===== src/rtl/rotary_pkg.sv =====
// rotary_pkg: shared definitions for the rotary encoder front end.
//   - quadrature phase encodings ({a, b}) and the clockwise ring helper
//   - quadrature FSM state type
//   - sub-detent accumulator width and the accelerated increment
package rotary_pkg;

    localparam logic [1:0] PH_00 = 2'b00;
    localparam logic [1:0] PH_01 = 2'b01;
    localparam logic [1:0] PH_11 = 2'b11;
    localparam logic [1:0] PH_10 = 2'b10;

    typedef enum logic [0:0] {
        ST_INIT  = 1'b0,
        ST_TRACK = 1'b1
    } state_t;

    localparam int SUB_W      = 4;
    localparam int SUB_DETENT = 4;
    localparam int ACCEL_INC  = 4;

    // Next phase when turning clockwise: 00 -> 01 -> 11 -> 10 -> 00.
    function automatic logic [1:0] cw_next(input logic [1:0] ph);
        logic [1:0] nxt;
        case (ph)
            PH_00:   nxt = PH_01;
            PH_01:   nxt = PH_11;
            PH_11:   nxt = PH_10;
            default: nxt = PH_00;
        endcase
        return nxt;
    endfunction

endpackage


===== src/rtl/debounce.sv =====
// debounce: single-pin debouncer.
//   The output follows the input only after the input has differed from the
//   output for CYCLES consecutive clocks; any return to the output value
//   restarts the wait.
// Ports:
//   aclk  in  clock
//   reset in  asynchronous active-high reset (output clears to 0)
//   in    in  synchronized input
//   out   out debounced level
module debounce #(
    parameter int CYCLES = 1000
) (
    input  logic aclk,
    input  logic reset,
    input  logic in,
    output logic out
);

    localparam int CNT_W = $clog2(CYCLES + 1);

    logic [CNT_W-1:0] cnt_q, cnt_d;
    logic             out_q, out_d;

    always_comb begin
        cnt_d = CNT_W'(CYCLES);
        out_d = out_q;
        if (in != out_q) begin
            if (cnt_q == '0) begin
                out_d = in;
            end else begin
                cnt_d = cnt_q - 1'b1;
            end
        end
    end

    always_ff @(posedge aclk or posedge reset) begin
        if (reset) begin
            cnt_q <= CNT_W'(CYCLES);
            out_q <= 1'b0;
        end else begin
            cnt_q <= cnt_d;
            out_q <= out_d;
        end
    end

    assign out = out_q;

endmodule


===== src/rtl/rotary_enc_ctrl.sv =====
// rotary_enc_ctrl: quadrature rotary-encoder front end.
//   Synchronizes and debounces A, B and the push switch, decodes the phase
//   ring into detent steps and keeps a clamped or wrapping position counter
//   plus a sticky illegal-transition flag.
// Optional feature: define ROTARY_ACCEL_EN to step by ACCEL_INC when two
//   same-direction detents are at most ACCEL_WINDOW clocks apart.
// Ports:
//   aclk, reset          clock, async active-high reset
//   enc_a, enc_b, enc_sw raw encoder pins
//   clear                sync clear of count and err
//   count                position
//   step_up, step_down   one-clock detent pulses
//   sw_state, sw_press   debounced switch level and press pulse
//   err                  sticky illegal-transition flag
//
// state    | meaning
// ST_INIT  | wait for debouncers to settle, then capture the current phase
// ST_TRACK | decode phase changes into sub-steps and detents
module rotary_enc_ctrl
    import rotary_pkg::*;
#(
    parameter int DEB_CYCLES   = 1000,
    parameter int CNT_WIDTH    = 8,
    parameter int CNT_MIN      = 0,
    parameter int CNT_MAX      = 255,
    parameter int WRAP         = 0,
    parameter int ACCEL_WINDOW = 100000
) (
    input  logic                 aclk,
    input  logic                 reset,
    input  logic                 enc_a,
    input  logic                 enc_b,
    input  logic                 enc_sw,
    input  logic                 clear,
    output logic [CNT_WIDTH-1:0] count,
    output logic                 step_up,
    output logic                 step_down,
    output logic                 sw_state,
    output logic                 sw_press,
    output logic                 err
);

    localparam int INIT_W = $clog2(DEB_CYCLES + 3);
    localparam int XW     = CNT_WIDTH + 1;
    localparam logic [XW-1:0] MIN_X   = XW'(CNT_MIN);
    localparam logic [XW-1:0] MAX_X   = XW'(CNT_MAX);
    localparam logic [XW-1:0] RANGE_X = XW'(CNT_MAX - CNT_MIN + 1);

    // Pin order in the synchronizer: {sw, b, a}.
    logic [2:0] sync1_q, sync1_d, sync2_q, sync2_d;
    logic       a_db, b_db, sw_db;
    logic [1:0] phase;

    always_comb begin
        sync1_d = {enc_sw, enc_b, enc_a};
        sync2_d = sync1_q;
    end

    always_ff @(posedge aclk or posedge reset) begin
        if (reset) begin
            sync1_q <= '0;
            sync2_q <= '0;
        end else begin
            sync1_q <= sync1_d;
            sync2_q <= sync2_d;
        end
    end

    debounce #(.CYCLES(DEB_CYCLES)) u_db_a  (.aclk(aclk), .reset(reset), .in(sync2_q[0]), .out(a_db));
    debounce #(.CYCLES(DEB_CYCLES)) u_db_b  (.aclk(aclk), .reset(reset), .in(sync2_q[1]), .out(b_db));
    debounce #(.CYCLES(DEB_CYCLES)) u_db_sw (.aclk(aclk), .reset(reset), .in(sync2_q[2]), .out(sw_db));

    assign phase = {a_db, b_db};

    // Quadrature FSM. sub is a two's-complement quarter-step accumulator.
    state_t            state_q, state_d;
    logic [INIT_W-1:0] init_cnt_q, init_cnt_d;
    logic [1:0]        prev_phase_q, prev_phase_d;
    logic [SUB_W-1:0]  sub_q, sub_d, sub_acc;
    logic              err_q, err_d;
    logic              step_up_q, step_up_d, step_down_q, step_down_d;

    always_comb begin
        state_d      = state_q;
        init_cnt_d   = init_cnt_q;
        prev_phase_d = prev_phase_q;
        sub_d        = sub_q;
        sub_acc      = sub_q;
        err_d        = err_q;
        step_up_d    = 1'b0;
        step_down_d  = 1'b0;
        case (state_q)
            ST_INIT: begin
                if (init_cnt_q == '0) begin
                    state_d      = ST_TRACK;
                    prev_phase_d = phase;
                    sub_d        = '0;
                end else begin
                    init_cnt_d = init_cnt_q - 1'b1;
                end
            end
            default: begin
                prev_phase_d = phase;
                if (phase == cw_next(prev_phase_q)) begin
                    sub_acc = sub_q + SUB_W'(1);
                end else if (prev_phase_q == cw_next(phase)) begin
                    sub_acc = sub_q - SUB_W'(1);
                end else if ((phase ^ prev_phase_q) == 2'b11) begin
                    sub_acc = '0;
                    err_d   = 1'b1;
                end
                // A detent is only counted when a full ring was walked
                // in one direction before landing back on 00.
                if (phase == PH_00 && prev_phase_q != PH_00) begin
                    step_up_d   = (sub_acc == SUB_W'(SUB_DETENT));
                    step_down_d = (sub_acc == SUB_W'(-SUB_DETENT));
                    sub_d       = '0;
                end else begin
                    sub_d = sub_acc;
                end
            end
        endcase
        if (clear) err_d = 1'b0;
    end

    always_ff @(posedge aclk or posedge reset) begin
        if (reset) begin
            state_q      <= ST_INIT;
            init_cnt_q   <= INIT_W'(DEB_CYCLES + 2);
            prev_phase_q <= PH_00;
            sub_q        <= '0;
            err_q        <= 1'b0;
            step_up_q    <= 1'b0;
            step_down_q  <= 1'b0;
        end else begin
            state_q      <= state_d;
            init_cnt_q   <= init_cnt_d;
            prev_phase_q <= prev_phase_d;
            sub_q        <= sub_d;
            err_q        <= err_d;
            step_up_q    <= step_up_d;
            step_down_q  <= step_down_d;
        end
    end

    // Step size. The count is updated from the registered step pulse, so a
    // clear asserted while the pulse is visible overrides that step.
    logic fast;
    logic unused_accel;

`ifdef ROTARY_ACCEL_EN
    localparam int WIN_W = $clog2(ACCEL_WINDOW + 1);
    logic [WIN_W-1:0] win_q, win_d;
    logic             last_up_q, last_up_d;

    always_comb begin
        win_d     = win_q;
        last_up_d = last_up_q;
        if (step_up_q || step_down_q) begin
            win_d     = WIN_W'(ACCEL_WINDOW);
            last_up_d = step_up_q;
        end else if (win_q != '0) begin
            win_d = win_q - 1'b1;
        end
    end

    always_ff @(posedge aclk or posedge reset) begin
        if (reset) begin
            win_q     <= '0;
            last_up_q <= 1'b0;
        end else begin
            win_q     <= win_d;
            last_up_q <= last_up_d;
        end
    end

    assign fast         = (win_q != '0) && (last_up_q == step_up_q);
    assign unused_accel = 1'b0;
`else
    assign fast         = 1'b0;
    assign unused_accel = ^ACCEL_WINDOW;
`endif

    logic [XW-1:0]        inc_x, cnt_x, sum_x, over_x, diff_x, short_x, res_x;
    logic [CNT_WIDTH-1:0] count_q, count_d;
    logic                 sw_state_q, sw_state_d;

    assign inc_x = fast ? XW'(ACCEL_INC) : XW'(1);

    always_comb begin
        cnt_x   = {1'b0, count_q};
        sum_x   = cnt_x + inc_x;
        diff_x  = cnt_x - MIN_X;
        over_x  = '0;
        short_x = '0;
        res_x   = cnt_x;
        if (step_up_q) begin
            if (sum_x > MAX_X) begin
                over_x = sum_x - MAX_X - XW'(1);
                if (over_x >= RANGE_X) over_x = over_x - RANGE_X;
                res_x = (WRAP != 0) ? MIN_X + over_x : MAX_X;
            end else begin
                res_x = sum_x;
            end
        end else if (step_down_q) begin
            if (diff_x >= inc_x) begin
                res_x = cnt_x - inc_x;
            end else begin
                short_x = inc_x - diff_x - XW'(1);
                if (short_x >= RANGE_X) short_x = short_x - RANGE_X;
                res_x = (WRAP != 0) ? MAX_X - short_x : MIN_X;
            end
        end
        count_d    = clear ? CNT_WIDTH'(CNT_MIN) : res_x[CNT_WIDTH-1:0];
        sw_state_d = sw_db;
    end

    always_ff @(posedge aclk or posedge reset) begin
        if (reset) begin
            count_q    <= CNT_WIDTH'(CNT_MIN);
            sw_state_q <= 1'b0;
        end else begin
            count_q    <= count_d;
            sw_state_q <= sw_state_d;
        end
    end

    assign count     = count_q;
    assign step_up   = step_up_q;
    assign step_down = step_down_q;
    assign err       = err_q;
    assign sw_state  = sw_db;
    assign sw_press  = sw_db & ~sw_state_q;

endmodule


===== config.mk =====
export PLATFORM = sky130hd
export DESIGN_NAME = rotary_enc_ctrl
export DESIGN_NICKNAME = d
export VERILOG_FILES = /design/src/rtl/rotary_pkg.sv /design/src/rtl/debounce.sv /design/src/rtl/rotary_enc_ctrl.sv
export SDC_FILE = /design/constraint.sdc
export NUM_CORES = 1
export LEC_CHECK = 0
export CORE_ASPECT_RATIO = 0.5
export CORE_MARGIN = 2
export CORE_UTILIZATION = 60
export CTS_CLUSTER_DIAMETER = 80
export DETAILED_ROUTE_END_ITERATION = 7
export PLACE_DENSITY = 0.89
export SLEW_MARGIN = 40
export SYNTH_ARGS = -nofsm -noshare
export SYNTH_HDL_FRONTEND = slang
export SYNTH_SLANG_ARGS = --single-unit
export TNS_END_PERCENT = 5

===== constraint.sdc =====
create_clock -name aclk -period 2.51 [get_ports aclk]
set_input_delay 0.3765 -clock aclk [delete_from_list [all_inputs] [get_ports aclk]]
set_output_delay 0.3765 -clock aclk [all_outputs]
set_load 0.05 [all_outputs]

# --- Word level (Yosys, flattened, before mapping) ---
# Index checks and enable logic that the tools add are counted.
totals:
  reg_bits: 68
op_classes:
  add_sub_neg: 8
  magnitude_cmp: 2
  eq_ne: 14
  muxes: 36
  bitwise_logic: 5
  reduce_logical: 17
op_table:
  columns: ["op", "n"]
  rows:
  - ["$mux 10", 6]
  - ["$logic_not 10->1", 4]
  - ["$mux 8", 5]
  - ["$sub 10x1->10 const B", 4]
  - ["$mux 4", 7]
  - ["$pmux 2 s3", 2]
  - ["$mux 1", 11]
  - ["$mux 2", 5]
  - ["$add 8x1->9 const B", 1]
  - ["$gt 9x8->1 const B", 1]
  - ["$ge 8x1->1 const B", 1]
  - ["$reduce_and 2->1", 4]
  - ["$reduce_bool 2->1", 4]
  - ["$sub 8x1->8 const B", 1]
  - ["$eq 2x2->1 const B", 3]
  - ["$add 4x1->4 const B", 1]
  - ["$eq 2x1->1 const B", 2]
  - ["$eq 2x2->1", 2]
  - ["$eq 4x3->1 const B", 1]
  - ["$eq 4x4->1 const B", 1]
  - ["$logic_not 2->1", 2]
  - ["$ne 2x2->1 const B", 2]
  - ["$reduce_and 4->1", 1]
  - ["$sub 4x1->4 const B", 1]
  - ["6 further kinds", 10]

# --- Depth between registers and ports, before layout ---
depth:
  depth_word: 13
  mapped_depth: 8
  ltp_nobuf: 7

# --- By module ---
# A second synthesis with hierarchy kept.
unflattened:
  cells_unflattened: 389
  area_unflattened_um2: 3873.7
modules_own_cells:
  columns: ["mod", "n_inst", "cells_per_inst", "area_each_um2", "seq_area_each_um2"]
  rows:
  - ["rotary_enc_ctrl", 1, 218, 2143.3, 884.6]
  - ["debounce", 3, 57, 576.8, 282.8]

# --- Worst setup path before layout ---
# Ideal clock, no wire load.
synth_timing:
  kind: "reg-to-reg"
  startpoint: "register count_q[1], in the netlist count[1]"
  endpoint: "register count_q[4], in the netlist count[4]"
  arrival_ps: 2131
  required_time_ps: 2389
  slack_ps: 257
  path_stages_with_launch: 8
  period_less_slack_ps: 2253
  path_cell_list: "dfrtp_1 -> inv_1 -> ha_1 -> or4b_1 -> o31a_1 -> o21ai_2 -> a41oi_1 -> o22a_1"
synth_via:
  elab_chain_len: 5
  elab_cells_between_ends: 9
synth_lines:
  columns: ["element", "line", "text"]
  rows:
  - ["start: declaration", "rotary_enc_ctrl.sv:185", "logic [CNT_WIDTH-1:0] count_q, count_d;"]
  - ["start signal: assignment", "rotary_enc_ctrl.sv:220", "count_q <= CNT_WIDTH'(CNT_MIN);"]
  - ["start signal: assignment", "rotary_enc_ctrl.sv:223", "count_q <= count_d;"]
  - ["$add 8x1->9, or another cell as far along", "rotary_enc_ctrl.sv:192", "sum_x = cnt_x + inc_x;"]
  - ["$gt 9x8->1 / $mux 8 (equally long branches)", "rotary_enc_ctrl.sv:198, rotary_enc_ctrl.sv:206", null]
  - ["$mux 8, on equally long branches", "rotary_enc_ctrl.sv:198, rotary_enc_ctrl.sv:205", null]
  - ["$mux 8 *", "rotary_enc_ctrl.sv:197", "if (step_up_q) begin"]
  - ["$mux 8 *", "rotary_enc_ctrl.sv:214", "count_d = clear ? CNT_WIDTH'(CNT_MIN) : res_x[CNT_WIDTH-1:0];"]
# Mark *: on every way between the ends. The rest lies on a longest branch, timed or not. The select of a mux whose other input is x is not followed.
# A chain may end at the register's enable or synchronous reset.

# --- Worst setup path after layout ---
layout_timing:
  startpoint: "register count_q[1], in the netlist count[1]"
  endpoint: "register count_q[7], in the netlist count[7]"
# Same word-level chain as after synthesis.

==> flow_summary_export.csv <==
group,metric,value,unit
floorplan,die_h,59.3,um
cts,cts_resized,0,
yosys,synth_edf_count,0,
yosys,synth_top_flop_cell,"dfrtp_1",
global_routing,antenna_found_initial,0,
cts,cts_hold_buffers,0,
sta,grt_setup_unrepaired,"false",
yosys,ys_warn_count,0,
sta,finalCritPeriodShare,87.6,%
worst_setup_path,arrival,2400,ps
final_layout,instances_no_fill,483,
final_layout,antenna_cells,0,
worst_setup_path,r2r-start,"count[1]$_DFFE_PP0P_",
final_layout,post-route-util,71.2,%
sta,setup_viol,0,
yosys,yosysUniqueCellTypes,65,
worst_setup_path,startpoint_type,"flip-flop",
cts,cts_buffers,9,
floorplan,fp.dieW,115,um
yosys,syn_area,0.00366,mm^2
cts,root_buffer,"clkbuf_16",
floorplan,start_util,61.3,%
sta,period_needed,2200,ps
route,vias,2916,
route,drc_errors,0,
job,maxCapViolations,0,
global_routing,gr-usage-all-layers,24.3,%
cts,htreeDepth,3,
sta,relSlewSlack,56.4,%
cts,cts_buffer_depth,2,
global_routing,grt_pass1_wl,12800,um
worst_setup_path,end_kind,"flip-flop",
cts,tritoncts,"yes",
pwr,peakVddDrop,0.364,mV
final_layout,areaGrowthSynthToFinish,16.3,%
pwr,p_total,2.73,mW
global_routing,grt_max_degree,38,
cts,cts_sinks,68,
sta,slew_viol_final,0,
route,vias_per_cell,6.04,
sta,timing.setup.tns,0,ps
floorplan,ios,19,
worst_setup_path,path_class,"flip-flop to flip-flop",
worst_setup_path,critPathLaunch,"count[1]$_DFFE_PP0P_",
sta,fmax,455,MHz
min_path,hold_class,"input pin to asynchronous set/reset pin",
yosys,syn_nets,394,
route,routedWlPerCell,15.8,um
pwr,p_leak,1.73,nW
placed_design,io_buffers,18,
placed_design,gp_congestion,0.896,
floorplan,rows,20,
global_routing,grt_pass1_vias,2752,
yosys,synth_seq_cells,68,
yosys,async_reset_ff_share,100,%
yosys,synth-seq-area-share,47.3,%
cts,clk_pin_slew,60,ps
worst_setup_path,crit_path_max_fanout,7,
route,detail_route.iter0.violations,309,
cts,worstSkewPairLatency,330,ps
cts,post_cts_buffers,0,
pwr,power_density,640,mW/mm^2
route,routed_wirelength,7640,um
yosys,syn_area_per_cell,9.67,um^2
placed_design,dpl.hpwl,4880,um
yosys,synth_cells,379,
route,first_pass_iters,7,
status,outcome,"finished, final reports clean",
route,ant_nets,0,
placed_design,dp.cells,467,
global_routing,grt-ovfl-total,0,
worst_setup_path,required,2710,ps
floorplan,core_area,0.00598,mm^2
sta,tightestPinTransition,654,ps
sta,clock_skew,6.38,ps
sta,hold_violations,0,
final_layout,drive_gt1_share,14.0,%
floorplan,dieArea,0.00679,mm^2
final_layout,num-nets-final,416,
final timing paths:
path                                             endpoint  slack, ps  depth (start not counted)
worst max-delay path                 count[7]$_DFFE_PP0P_        310                          7
worst max register to register       count[7]$_DFFE_PP0P_        310                          7
worst min register to register       sync2_q[1]$_DFF_PP0_        350                          0
min in group aclk                    sync2_q[1]$_DFF_PP0_        350                          0
worst min-delay path                 sync1_q[0]$_DFF_PP0_        250                          2
max in group asynchronous       u_db_a.cnt_q[7]$_DFF_PP1_       1630                          3
Yosys cell counts, types with 2 or more instances:
master,count,area share [%]
xnor2_2,2,0.89
nand3b_1,3,0.61
a311oi_1,2,0.48
o31a_1,2,0.48
dfstp_2,25,18
nand2b_1,7,1.2
o221ai_1,2,0.48
nor2_1,37,3.8
o21ai_1,4,0.55
nor2b_1,4,0.68
nand3_1,14,1.9
or4b_1,2,0.55
a22o_1,2,0.48
ha_1,9,3.1
or4_1,2,0.41
a21oi_1,5,0.68
nand2_1,47,4.8
mux2_1,3,0.92
xnor2_1,18,4.3
nand4_1,2,0.34
a221oi_1,2,0.48
dfrtp_1,43,29
inv_1,18,1.8
a211oi_1,2,0.41
or3_1,4,0.68
buf_4,2,0.41
mux2i_1,4,1.1
o22ai_1,4,0.68
o21ai_0,11,1.5
o31ai_1,8,1.6
nor4_1,6,1.0
nor3_1,17,2.3
and2_1,4,0.68
o21a_1,2,0.41
clkbuf_1,7,0.72
mux2_2,2,0.61
buf_2,2,0.27
xor2_1,22,5.3
power breakdown:
part / switching [mW] / total [mW] / internal [mW]
clock network: 0.475 / 1.37 / 0.900
logic: 0.0895 / 0.156 / 0.0670
registers: 0.0407 / 1.19 / 1.15
total: 0.605 / 2.73 / 2.12
critical path, cell delays in order, from the launching register on:
cell and delay, ps:
dfrtp_1 440, inv_1 120, ha_1 220, or4b_1 510
o31ai_1 410, nor3_1 110, o21ai_1 160, o31ai_1 90
cells by family (layout without fill, tap and decap cells):
logic type               after synthesis  after routing  synth area share (%)
XOR/XNOR                              42             42                  10.4
AND/OR/NAND/NOR                      159            159                  21.2
multiplexers                           9              9                  2.63
adder cells (fa/ha/maj)                9              9                  3.07
flip-flops                            68             68                  47.3
buffers and inverters                 32             59                  3.76
AO/OA/AOI/OAI                         60             60                  11.6
layer usage:
layer / global-route usage, % / vias to the layer above / wire, um
li1: - / 1361 / -
met1: 30.1 / 1424 / 3250
met5: 0 / - / 0
met3: 7.26 / 18 / 400
met4: 8.19 / 0 / 167
met2: 41.7 / 113 / 3820
cells in the final DEF, fill, tap and decap left out, drive strengths merged, types with 3 or more instances in the layout:
| master | instances |
|---|---|
| a21oi | 6 |
| and2 | 4 |
| buf | 6 |
| clkbuf | 11 |
| clkdlybuf4s50 | 18 |
| dfrtp | 43 |
| dfstp | 25 |
| ha | 9 |
| inv | 19 |
| mux2 | 5 |
| mux2i | 4 |
| nand2 | 47 |
| nand2b | 7 |
| nand3 | 14 |
| nand3b | 3 |
| nor2 | 37 |
| nor2b | 4 |
| nor3 | 17 |
| nor4 | 6 |
| o21ai | 16 |
| o22ai | 4 |
| o31ai | 8 |
| or3 | 4 |
| or4 | 3 |
| xnor2 | 20 |
| xor2 | 22 |
flip-flops by register name (all words and copies together), names as in the netlist:
register	count
sync1_q	3
init_cnt_q	10
u_db_sw.out	1
u_db_b.out	1
step_down	1
u_db_sw.cnt_q	10
count	8
sync2_q	3
u_db_a.cnt_q	10
sub_q	4
sw_state_q	1
prev_phase_q	2
step_up	1
u_db_b.cnt_q	10
err	1
u_db_a.out	1
state_q	1
per-stage QoR:
stage          setup WS [ps]  area, um^2  hold slack (ps)
2_1_floorplan            257        3660              331
3_3_place_gp             506        3930              333
3_5_place_dp             382        3930              336
4_1_cts                  365        4260              259
5_1_grt                  153        4260              269
6_report                 311        4260              254
area by class of cell:
cell class                 count  area, um^2
sequential                    68        1730
inverter                      19        71.3
multi-input combinational    279        1790
clock inverter                 5        85.1
clock buffer                  11         243
timing repair buffer          24         238
fill                         387        1720
tap                           77        96.3
(Power assumes the default switching activity.)
